### config.mk
export PLATFORM = sky130hd
export DESIGN_NAME = dl_probe_scheduler
export DESIGN_NICKNAME = d
export VERILOG_FILES = /design/src/rtl/dl_probe_scheduler.sv
export SDC_FILE = /design/constraint.sdc
export NUM_CORES = 1
export LEC_CHECK = 0
export CORE_AREA = 2 2 59 61
export CTS_CLUSTER_SIZE = 12
export DETAILED_ROUTE_END_ITERATION = 8
export DIE_AREA = 0 0 61 63
export HOLD_SLACK_MARGIN = 0.03
export PLACE_DENSITY = 0.77
export SETUP_SLACK_MARGIN = 0.2
export SYNTH_ARGS = -nofsm -noshare
export SYNTH_HDL_FRONTEND = slang
export SYNTH_SLANG_ARGS = --single-unit
### constraint.sdc
create_clock -name dl_clock -period 2.55 [get_ports dl_clock]
set_input_delay 0.51 -clock dl_clock [delete_from_list [all_inputs] [get_ports dl_clock]]
set_output_delay 0.51 -clock dl_clock [all_outputs]
set_load 0.02 [all_outputs]
### src/rtl/dl_probe_scheduler.sv
// dl_probe_scheduler
//   Picks one blocked dataflow process at a time, round-robin, as the origin
//   of a deadlock probe on the detect ring. Each probe lasts a bounded window,
//   and a token_clear pulse follows it. When the origin's own token returns,
//   the block latches a sticky deadlock report and reports the origin index.
//
//   Optional feature macro: DL_PROBE_STATS_EN
//     defined   : probe_cnt / timeout_cnt are saturating 16-bit counters
//     undefined : both counters are removed and the ports read 0
//
// Ports
//   dl_clock       clock
//   dl_reset       asynchronous, active-low reset
//   all_finish     design finished; suppresses probing and detection
//   blk_vec        per-process blocked flags
//   dl_in_vec      per-unit token-returned flags
//   origin         one-hot probe origin, zero when no probe is active
//   token_clear    one-cycle pulse clearing all ring tokens
//   dl_detect_out  sticky deadlock flag
//   dl_proc        index of the origin that detected the deadlock
//   probe_cnt      probes issued
//   timeout_cnt    probes ended by window expiry
module dl_probe_scheduler #(
    parameter int unsigned N_PROC       = 3,
    parameter int unsigned PROBE_CYCLES = 16,
    parameter int unsigned IDX_W        = 2
) (
    input  logic              dl_clock,
    input  logic              dl_reset,
    input  logic              all_finish,
    input  logic [N_PROC-1:0] blk_vec,
    input  logic [N_PROC-1:0] dl_in_vec,
    output logic [N_PROC-1:0] origin,
    output logic              token_clear,
    output logic              dl_detect_out,
    output logic [IDX_W-1:0]  dl_proc,
    output logic [15:0]       probe_cnt,
    output logic [15:0]       timeout_cnt
);

    localparam int unsigned TMR_W = (PROBE_CYCLES > 2) ? $clog2(PROBE_CYCLES) : 1;

    typedef enum logic [2:0] {
        S_IDLE,
        S_SELECT,
        S_PROBE,
        S_CLEAR,
        S_DETECTED
    } state_t;

    state_t             state_q, state_d;
    logic [IDX_W-1:0]   ptr_q, ptr_d;
    logic [IDX_W-1:0]   pick_q, pick_d;
    logic [TMR_W-1:0]   tmr_q, tmr_d;
    logic [N_PROC-1:0]  origin_q, origin_d;
    logic               token_clear_q, token_clear_d;
    logic               detect_q, detect_d;
    logic [IDX_W-1:0]   proc_q, proc_d;

    logic               scan_hit;
    logic [IDX_W-1:0]   scan_idx;
    int unsigned        cand;

`ifdef DL_PROBE_STATS_EN
    logic [15:0]        probe_cnt_q, probe_cnt_d;
    logic [15:0]        timeout_cnt_q, timeout_cnt_d;
`endif

    always_ff @(posedge dl_clock or negedge dl_reset) begin
        if (!dl_reset) begin
            state_q       <= S_IDLE;
            ptr_q         <= '0;
            pick_q        <= '0;
            tmr_q         <= '0;
            origin_q      <= '0;
            token_clear_q <= 1'b0;
            detect_q      <= 1'b0;
            proc_q        <= '0;
`ifdef DL_PROBE_STATS_EN
            probe_cnt_q   <= '0;
            timeout_cnt_q <= '0;
`endif
        end else begin
            state_q       <= state_d;
            ptr_q         <= ptr_d;
            pick_q        <= pick_d;
            tmr_q         <= tmr_d;
            origin_q      <= origin_d;
            token_clear_q <= token_clear_d;
            detect_q      <= detect_d;
            proc_q        <= proc_d;
`ifdef DL_PROBE_STATS_EN
            probe_cnt_q   <= probe_cnt_d;
            timeout_cnt_q <= timeout_cnt_d;
`endif
        end
    end

    always_comb begin
        state_d       = state_q;
        ptr_d         = ptr_q;
        pick_d        = pick_q;
        tmr_d         = tmr_q;
        origin_d      = origin_q;
        token_clear_d = 1'b0;
        detect_d      = detect_q;
        proc_d        = proc_q;
`ifdef DL_PROBE_STATS_EN
        probe_cnt_d   = probe_cnt_q;
        timeout_cnt_d = timeout_cnt_q;
`endif

        // Round-robin scan starting at ptr, wrapping at N_PROC-1.
        scan_hit = 1'b0;
        scan_idx = '0;
        cand     = 0;
        for (int unsigned i = 0; i < N_PROC; i++) begin
            cand = 32'(ptr_q) + i;
            if (cand >= N_PROC) begin
                cand = cand - N_PROC;
            end
            if (!scan_hit && blk_vec[cand[IDX_W-1:0]]) begin
                scan_hit = 1'b1;
                scan_idx = cand[IDX_W-1:0];
            end
        end

        case (state_q)
            S_IDLE: begin
                origin_d = '0;
                if (!all_finish && (|blk_vec)) begin
                    state_d = S_SELECT;
                end
            end

            S_SELECT: begin
                if (scan_hit) begin
                    pick_d   = scan_idx;
                    ptr_d    = (32'(scan_idx) == N_PROC - 1) ? '0 : scan_idx + 1'b1;
                    tmr_d    = TMR_W'(PROBE_CYCLES - 1);
                    origin_d = N_PROC'(1) << scan_idx;
                    state_d  = S_PROBE;
`ifdef DL_PROBE_STATS_EN
                    if (probe_cnt_q != 16'hFFFF) begin
                        probe_cnt_d = probe_cnt_q + 16'd1;
                    end
`endif
                end else begin
                    state_d = S_IDLE;
                end
            end

            S_PROBE: begin
                tmr_d = tmr_q - 1'b1;
                // Exit priority: finish, token return, unblock, window expiry.
                if (all_finish) begin
                    state_d       = S_CLEAR;
                    origin_d      = '0;
                    token_clear_d = 1'b1;
                end else if (dl_in_vec[pick_q]) begin
                    state_d  = S_DETECTED;
                    detect_d = 1'b1;
                    proc_d   = pick_q;
                end else if (!blk_vec[pick_q]) begin
                    state_d       = S_CLEAR;
                    origin_d      = '0;
                    token_clear_d = 1'b1;
                end else if (tmr_q == '0) begin
                    state_d       = S_CLEAR;
                    origin_d      = '0;
                    token_clear_d = 1'b1;
`ifdef DL_PROBE_STATS_EN
                    if (timeout_cnt_q != 16'hFFFF) begin
                        timeout_cnt_d = timeout_cnt_q + 16'd1;
                    end
`endif
                end
            end

            S_CLEAR: begin
                origin_d = '0;
                state_d  = S_IDLE;
            end

            S_DETECTED: begin
                state_d = S_DETECTED;
            end

            default: begin
                state_d = S_IDLE;
            end
        endcase
    end

    assign origin        = origin_q;
    assign token_clear   = token_clear_q;
    assign dl_detect_out = detect_q;
    assign dl_proc       = proc_q;

`ifdef DL_PROBE_STATS_EN
    assign probe_cnt     = probe_cnt_q;
    assign timeout_cnt   = timeout_cnt_q;
`else
    assign probe_cnt     = '0;
    assign timeout_cnt   = '0;
`endif

endmodule

==> results.sh <==
export IMPL_insertion_delay_ps=310
export IMPL_path_cells="clkdlybuf4s50_1, mux2i_1, o21ai_1, o31ai_1, a221oi_2, mux2_4"
export IMPL_reg2reg_from="ptr_q[1]$_DFFE_PN0P_"
export IMPL_numCtsBuffers=3
export IMPL_total_power_mw=1.622
export IMPL_wl_per_cell_um=10.99
export IMPL_routed_via_density=4.696
export IMPL_drt_iter0_markers=30
export IMPL_critPathLaunch="blk_vec[2]"
export IMPL_slew_headroom_pct=45.24
export IMPL_yosys_area_top_type_share_pct=33.00
export IMPL_cts_sinks=18
export IMPL_power_density_nw_per_um2=1106
export IMPL_synth_area_leaders="dfrtp_1, buf_4, ha_1, mux2i_1, mux2_4"
export IMPL_cp_slowest_cell="clkdlybuf4s50_1"
export IMPL_num_nets_final=173
export IMPL_grt_setup_unrepaired="no"
export IMPL_io_pins=48
export IMPL_fin_skew_ps=13.58
export IMPL_hp_start="dl_detect_out$_DFFE_PN0P_"
export IMPL_async_reset_ff_share_pct=100.0
export IMPL_hold_viol=0
export IMPL_power_leakage_nw=0.6511
export IMPL_dieArea_um2=3843
export IMPL_clock_power_share_pct=11.3
export IMPL_placed_cell_area_um2=1430
export IMPL_worst_pin_slew_ps=818.8
export IMPL_maxSlewViolCount=0
export IMPL_grt_overflow=0
export IMPL_cts_max_level=1
export IMPL_grt_first_pass_wirelength_um=3946
export IMPL_worstPathArrival_ps=2330
export IMPL_vdd_drop_max_uv=363.1
export IMPL_ys_seq_elements=18
export IMPL_port_buffers=15
export IMPL_die_h_um=63
export IMPL_drive_gt1_share_pct=8.228
export IMPL_yosys_area_share_simple_pct=13.66
export IMPL_outcome="completed"
export IMPL_cts_root_buf="clkbuf_4"
export IMPL_crit_fanout=8
export IMPL_numPlacedInstances=200
export IMPL_gp_congestion=0.7768
export IMPL_place_hpwl_um=1710
export IMPL_synth_adder_area_share_pct=4.583
export IMPL_max_cap_violations=0
export IMPL_die_x_um=61
export IMPL_cts_resized_gates=0
export IMPL_cts_tree="built"
export IMPL_swShare_pct=43.15
export IMPL_postCtsSetupBuffers=0
export IMPL_yosysMostFrequentCell="buf_4"
export IMPL_hold_buffers=0
export IMPL_timing_fmax_ghz=0.4825
export IMPL_ys_dominant_reg_cell="dfrtp_1"
export IMPL_num_vias=958
export IMPL_grt_max_degree=19
export IMPL_synth_compound_area_share_pct=16.41
export IMPL_netlist_area_um2=1365
export IMPL_synth_top_family_by_area="buffers and inverters"
export IMPL_antenna_diode_count=0
export IMPL_setup_viol_count_final=0
export IMPL_synth_cell_types=46
export IMPL_antenna_found_initial=0
export IMPL_yosysTopAreaCell="dfrtp_1"
export IMPL_synth_xor_area_share_pct=0.6416
export IMPL_drc=0
export IMPL_fin_crit_sh_pct=81.28
export IMPL_internal_power_uw=922.2
export IMPL_clock_path_buffers=2
export IMPL_p_switching_uw=700.1
export IMPL_area_growth_pct=7.425
export IMPL_synth_warnings=0
export IMPL_synth_edff_count=0
export IMPL_seq_power_share_pct=30.5
export IMPL_endpoint_kind="flip-flop"
export IMPL_worstSetupPathType="in -> reg"
export IMPL_synth_avg_cell_area_um2=9.613
export IMPL_path_clk_slew_ps=120
export IMPL_cp_start_kind="input pin"
export IMPL_fin_area_um2=1466
export IMPL_first_global_vias=877
export IMPL_synth_top_cells_by_count="buf_4, dfrtp_1, inv_1"
export IMPL_hp_class="reg -> reg"
export IMPL_min_period_ps=2073
export IMPL_grt_usage_pct=13.43
export IMPL_drt_pre_antenna_iters=4
export IMPL_fin_cells=204
export IMPL_initial_core_util_pct=42.24
export IMPL_synth_seq_area_share_pct=33.00
export IMPL_combPwrFrac_pct=58.2
export IMPL_yosys_mux_area_fraction_pct=9.441
export IMPL_ant_nets=0
export IMPL_max_stage_delay_ps=610
export IMPL_wl_um=2241
export IMPL_cp_data_required_time_ps=2810
export IMPL_rows=21
export IMPL_syn_inst=142
export IMPL_coreArea_um2=3232
export IMPL_setup_tns_ps=0
[cell type report]
cell class	instances	area, um2
clock buffer	4	36.28
fill	338	1765
inverter	9	33.78
multi-input combinational	111	730.7
sequential	18	450.4
tap	46	57.56
timing repair buffer	16	157.7
[flip-flops by register name, indices dropped and copies added (netlist names)]
name,count
dl_proc,2
state_q,3
dl_detect_out,1
ptr_q,2
tmr_q,4
token_clear,1
pick_q,2
origin,3
[worst max-delay path: cells and delay by family]
family / cells / cell delay [ps]
AO/OA/AOI/OAI: 3 / 820
multiplexers: 2 / 380
buffers and inverters: 1 / 610
[power groups by stage]
stage	Sequential (mW)	Combinational (mW)	Clock, mW
2_1_floorplan	0.529	0.724	0
3_3_place_gp	0.499	0.932	0
3_5_place_dp	0.502	0.937	0
4_1_cts	0.496	0.945	0.189
5_1_grt	0.515	1.06	0.196
6_report	0.495	0.945	0.183
[cells in the final DEF (no fill, tap or decap), drive strengths merged, types with 5 or more instances in the layout]
cell type      synthesis  final
inv                    9      9
nand3b                 5      5
ha                     5      5
nor2                   5      5
conb                   1     32
mux2                   6      6
clkdlybuf4s50          0     15
mux2i                  5      5
nand2                  5      5
dfrtp                 18     18
[metrics by stage]
stage | worst slack, ps | hold slack, ps | util (%)
after detailed placement | 162.2 | 453.9 | 44.25
after global routing | 322.5 | 507.8 | 45.37
after CTS | 489.1 | 479.7 | 45.37
after floorplan | 567.3 | 214.4 | -
after global placement | 206.3 | 447.7 | 44.25
final | 477.4 | 471.8 | 45.37
[final timing paths]
check                                                  to  slack, ps  cells after the start
worst max-delay path                pick_q[1]$_DFFE_PN0P_        480                      6
worst min-delay path            dl_detect_out$_DFFE_PN0P_        470                      1
worst max register to register       tmr_q[2]$_DFFE_PN0P_        530                      7
worst min register to register  dl_detect_out$_DFFE_PN0P_        470                      1
max in group asynchronous           origin[2]$_DFFE_PN0P_       1370                      1
min in group asynchronous          dl_proc[1]$_DFFE_PN0P_        660                      1
[logic make-up (layout without fill, tap and decap cells)]
group / Yosys count / count (layout)
buffers and inverters: 44 / 29
and+or+nand+nor: 32 / 32
AOI/OAI and AO/OA: 30 / 30
DFF: 18 / 18
muxes: 11 / 11
adders and majority gates: 5 / 5
other: 1 / 32
xor gates and xnor gates: 1 / 1
[per-layer routing]
metal / global-route usage [%] / up-vias / share of wire [%]
li1: - / 469 / -
met1: 18.43 / 447 / 48
met2: 20.56 / 38 / 45
met3: 2.692 / 4 / 6.2
met4: 4.891 / 0 / 1.3
met5: 0 / - / 0
(Power assumes the default switching activity.)
